## config.mk

```make
export PLATFORM = sky130hd
export DESIGN_NAME = writeback_stage
export DESIGN_NICKNAME = d
export VERILOG_FILES = /design/src/rtl/writeback_stage.sv
export SDC_FILE = /design/constraint.sdc
export NUM_CORES = 1
export LEC_CHECK = 0
export CAP_MARGIN = 5
export CORE_AREA = 2 2 113 115
export DETAILED_ROUTE_END_ITERATION = 6
export DIE_AREA = 0 0 115 117
export PLACE_DENSITY = 0.75
export SETUP_SLACK_MARGIN = 0.02
export SKIP_CTS_REPAIR_TIMING = 1
export SYNTH_ARGS = -nofsm -noshare
export SYNTH_HDL_FRONTEND = slang
export SYNTH_SLANG_ARGS = --single-unit
```

## constraint.sdc

```tcl
create_clock -name clk -period 3 [get_ports clk]
set_input_delay 0.3 -clock clk [delete_from_list [all_inputs] [get_ports clk]]
set_output_delay 0.3 -clock clk [all_outputs]
set_load 0.03 [all_outputs]
```

## src/rtl/writeback_stage.sv

```systemverilog
// MEM/WB pipeline register and writeback: big-endian load extract, $0 write suppression,
// misaligned-load detection, retire counter. Define WB_FWD_EN to bypass WB writes to ID reads.
module writeback_stage #(
  parameter int unsigned CNT_W = 32
) (
  input  logic             clk,
  input  logic             reset,
  input  logic             stall,
  input  logic             flush,
  input  logic             in_valid,
  input  logic             in_regwrite,
  input  logic [4:0]       in_rd,
  input  logic [2:0]       in_load_type,
  input  logic [31:0]      in_alu_result,
  input  logic [31:0]      in_mem_rdata,
  output logic             rf_write_enable,
  output logic [4:0]       rf_write,
  output logic [31:0]      rf_write_data,
  output logic             misalign_err,
  output logic [CNT_W-1:0] retire_count,
  input  logic [4:0]       rd_addr1,
  input  logic [4:0]       rd_addr2,
  input  logic [31:0]      rf_data1,
  input  logic [31:0]      rf_data2,
  output logic [31:0]      byp_data1,
  output logic [31:0]      byp_data2
);

  logic             valid_q, valid_d;
  logic             regwrite_q, regwrite_d;
  logic [4:0]       rd_q, rd_d;
  logic [31:0]      data_q, data_d;
  logic             err_q, err_d;
  logic [CNT_W-1:0] count_q, count_d;

  logic        take;
  logic [1:0]  byte_off;
  logic [7:0]  byte_sel;
  logic [15:0] half_sel;
  logic [31:0] load_data;
  logic        load_err;

  assign take     = in_valid & ~stall & ~flush;
  assign byte_off = in_alu_result[1:0];

  always_comb begin
    byte_sel = '0;
    case (byte_off)
      2'd0: byte_sel = in_mem_rdata[31:24];
      2'd1: byte_sel = in_mem_rdata[23:16];
      2'd2: byte_sel = in_mem_rdata[15:8];
      2'd3: byte_sel = in_mem_rdata[7:0];
      default: byte_sel = '0;
    endcase
    half_sel = byte_off[1] ? in_mem_rdata[15:0] : in_mem_rdata[31:16];
  end

  always_comb begin
    load_data = in_alu_result;
    load_err  = 1'b0;
    case (in_load_type)
      3'b000: load_data = in_alu_result;
      3'b001: load_data = {{24{byte_sel[7]}}, byte_sel};
      3'b010: load_data = {24'd0, byte_sel};
      3'b011: begin
        load_data = {{16{half_sel[15]}}, half_sel};
        load_err  = byte_off[0];
      end
      3'b100: begin
        load_data = {16'd0, half_sel};
        load_err  = byte_off[0];
      end
      3'b101: begin
        load_data = in_mem_rdata;
        load_err  = |byte_off;
      end
      default: load_err = 1'b1;
    endcase
  end

  // Rejected instructions load an all-zero bubble so rf_write/rf_write_data read 0.
  always_comb begin
    valid_d    = take;
    regwrite_d = take & in_regwrite;
    rd_d       = take ? in_rd : '0;
    data_d     = take ? load_data : '0;
    err_d      = take & load_err;
    count_d    = count_q + CNT_W'(take);
  end

  always_ff @(posedge clk) begin
    if (reset) begin
      valid_q    <= 1'b0;
      regwrite_q <= 1'b0;
      rd_q       <= '0;
      data_q     <= '0;
      err_q      <= 1'b0;
      count_q    <= '0;
    end else begin
      valid_q    <= valid_d;
      regwrite_q <= regwrite_d;
      rd_q       <= rd_d;
      data_q     <= data_d;
      err_q      <= err_d;
      count_q    <= count_d;
    end
  end

  assign rf_write_enable = valid_q & regwrite_q & (|rd_q) & ~err_q;
  assign rf_write        = rd_q;
  assign rf_write_data   = data_q;
  assign misalign_err    = valid_q & err_q;
  assign retire_count    = count_q;

`ifdef WB_FWD_EN
  assign byp_data1 = (rf_write_enable && rd_addr1 == rf_write) ? rf_write_data : rf_data1;
  assign byp_data2 = (rf_write_enable && rd_addr2 == rf_write) ? rf_write_data : rf_data2;
`else
  logic unused_rd_addr;
  assign unused_rd_addr = ^{rd_addr1, rd_addr2};
  assign byp_data1 = rf_data1;
  assign byp_data2 = rf_data2;
`endif

endmodule
```

==> results by group <==
Logic synthesis
  – Netlist cell types: 46
  – Syn Nets: 595
  – EDFF count, synth: 0
  – Synthesized area: 3830 sq um
  – Xor/xnor cell area share of the yosys netlist: 2.75%
  – Post-synth top area cell: dfxtp_1
  – Register area share after synthesis: 37.6%
  – FF+latch count, synth: 72
  – Async SR Flop Fraction: 0%
  – Post-synth top flop: dfxtp_1
  – Mux cell area share after synthesis: 5.56%
  – Synth Area per Inst: 8.70 sq um
  – Compound-Gate Fraction of Synth Area: 18.8%
  – Syn. warnings: 0
  – Simple-gate portion of the synthesized area: 18.3%
  – Adder-Cell Fraction of Synth Area: 0.980%
  – Library cell with the highest instance count after synthesis: dfxtp_1
  – Top cell type's share of synthesized area: 37.6%
  – Top cells by area, synth: dfxtp_1, buf_4, a21oi_1
  – Commonest cells in the netlist: dfxtp_1, buf_4, a21oi_1, o21ai_0, nand2_1
  – Mapped Cells: 440
  – Main combinational cell family by area after synthesis: compound AO/OA/AOI/OAI gates

Floorplan
  – Die area: 13500 sq um
  – I/O pins: 287
  – Die H: 117 um
  – Core Footprint: 12300 sq um
  – Cell Rows: 41
  – Initial core utilization: 31.1%
  – Die W: 115 um

Setup path
  – Critical Path, Cell by Cell: clkdlybuf4s50_1 > nor3b_1 > ha_1 > ha_1 > nand4_1 > or3_1 > or4_1 > a21oi_1
  – Worst EP required: 3250 ps
  – Bufs and invs on worst path: 1
  – Crit-path slowest cell: or3_1
  – Critical path type: in2reg
  – Worst path max stage delay: 580 ps
  – Crit path max fanout: 13
  – Most frequent CP cell: ha_1
  – Top cell family by delay on the critical path: simple AND/OR/NAND/NOR gates
  – Startpoint Class: input port
  – Crit end category: register
  – Arr. time, crit path: 2900 ps

STA
  – Max Transition Viols Final: 0
  – Clk_skew: 3.95 ps
  – Fin crit period: 2650 ps
  – Fmax: 0.377 GHz
  – Worst Tran Pin Value: 543 ps
  – Final Hold Viols: 0
  – Final hold slack: 481 ps
  – Setup TNS: 0 ps
  – Final worst path period share: 88.4%
  – Final setup fails: 0
  – Slew headroom: 63.8%
  – RSZ-0062 raised after global routing: no

Route
  – DRC: 0
  – Vias post-DR: 3650
  – Remaining antenna violation count after routing: 0
  – Met3 wire len: 1.04 mm
  – DR WL met2: 5.94 mm
  – Uppermost layer routed: met4
  – DR vias/cell: 5.42
  – Met1 wire length: 4.59 mm
  – Iter 0 DRT Violations: 396
  – Initial DRT Pass Iterations: 5
  – Final WL: 11.8 mm
  – Wire per inst: 17.6 um

CTS
  – TritonCTS clock tree: done
  – Clock root cell: clkbuf_16
  – Total CTS buffers: 9
  – H-Tree Depth: 3
  – CTS Buffer Depth: 2
  – Worst-Skew Late Latency: 320 ps
  – CTS clk-pin slew, worst paths: 50 ps
  – Clock net sink count: 72

Job
  – Max Cap Viol: 0

Power and ir drop
  – VDD IR-drop max: 0.000204 V
  – Leak Pwr: 0.00178 uW
  – Total Power: 2370 uW
  – Cell Pwr Density: 447 nW/um^2

Layout
  – Cell area after layout: 5310 sq um
  – Area growth syn-to-layout: 38.8%
  – # diodes: 0
  – Final Net Count: 676
  – Multi-input logic area: 1790 sq um
  – Ratio of cells with drive above 1 in the final layout: 8.40%
  – Sequential cell area: 1440 sq um
  – Fill cells: 1192

Status
  – Status: complete, no violations

Place
  – Dpl cell area: 5020 sq um
  – IO Port Bufs: 148
  – Final HPWL DP: 9.24 mm
  – Gp weighted congestion: 0.925

Global route
  – Largest net degree at the start of global routing: 41
  – First-pass GRT wire length: 18.0 mm
  – Grt total ovfl: 0
  – Total GRT Usage: 17.3%
  – Vias in the first global route: 3397
  – Antenna violations before repair: 0

Hold path
  – Tightest Hold Check Type: reg2reg
[path summary, 6_finish.rpt]
| check | start | end | slack [ps] | depth (start not counted) |
|---|---|---|---|---|
| max reg2reg | retire_count[0]$_SDFF_PP0_ | retire_count[30]$_SDFF_PP0_ | 800 | 6 |
| min | retire_count[31]$_SDFF_PP0_ | retire_count[31]$_SDFF_PP0_ | 480 | 2 |
| min reg2reg | retire_count[31]$_SDFF_PP0_ | retire_count[31]$_SDFF_PP0_ | 480 | 2 |
| max | in_valid | retire_count[30]$_SDFF_PP0_ | 350 | 8 |
[cell usage in the layout, fill, tap and decap left out, types with 3 or more instances in the layout]
| cell | n |
|---|---|
| clkdlybuf4s50_1 | 148 |
| dfxtp_1 | 72 |
| a21oi_1 | 42 |
| o21ai_0 | 41 |
| nand2_1 | 27 |
| nor2_1 | 23 |
| buf_4 | 13 |
| or4_1 | 11 |
| or3_1 | 10 |
| o31ai_1 | 10 |
| and2_1 | 9 |
| nand4_1 | 9 |
| a221oi_1 | 9 |
| clkbuf_16 | 9 |
| mux4_2 | 8 |
| xnor2_1 | 7 |
| a222oi_1 | 7 |
| nand3_1 | 6 |
| inv_1 | 6 |
| nor2b_1 | 6 |
| xor2_1 | 5 |
| nor3_1 | 3 |
| and4_1 | 3 |
| nor4_1 | 3 |
| nand2b_1 | 3 |
| nand3b_1 | 3 |
| ha_1 | 3 |
[tightest hold or removal path, delay by kind of cell, from the launching register on]
kind | cells | cell delay, ps
AO/OA/AOI/OAI | 2 | 110
flip-flops | 1 | 320
[sequential cells by signal (all words and copies together) (netlist names)]
register,count
err_q,1
regwrite_q,1
retire_count,32
rf_write,5
rf_write_data,32
valid_q,1
[cell families (layout without fill, tap and decap cells)]
group / count (synthesis) / after routing
xor gates and xnor gates: 12 / 12
and+or+nand+nor: 126 / 126
adders and majority gates: 3 / 3
buffers and inverters: 97 / 181
muxes: 11 / 11
DFF: 72 / 72
AOI/OAI and AO/OA: 119 / 119
[where the power goes]
| part | switching (uW) | internal [uW] |
|---|---|---|
| Combinational | 162 | 173 |
| Clock | 385 | 678 |
| Sequential | 4.08 | 969 |
[stage by stage]
| stage | utilization (%) | cells | worst slack (ps) |
|---|---|---|---|
| after floorplan | - | 440 | 697 |
| after global placement | 40.8 | 660 | 68.8 |
| after detailed placement | 40.8 | 660 | 32.0 |
| after CTS | 43.2 | 674 | 360 |
| after global routing | 43.2 | 674 | 175 |
| final | 43.2 | 674 | 347 |
[final cells by class]
cell class                 instances  area share (%)
tap                              150            3.53
clock buffer                      11            4.76
multi-input combinational        271            33.6
sequential                        72            27.1
clock inverter                     3           0.801
inverter                           6           0.424
timing repair buffer             161            29.7
[per-layer routing]
metal,global-route usage (%),vias to the layer above
li1,-,1690
met1,21.5,1723
met2,28.8,216
met3,5.10,21
met4,6.10,0
met5,0,-
Power figures use the tool's default switching activity.
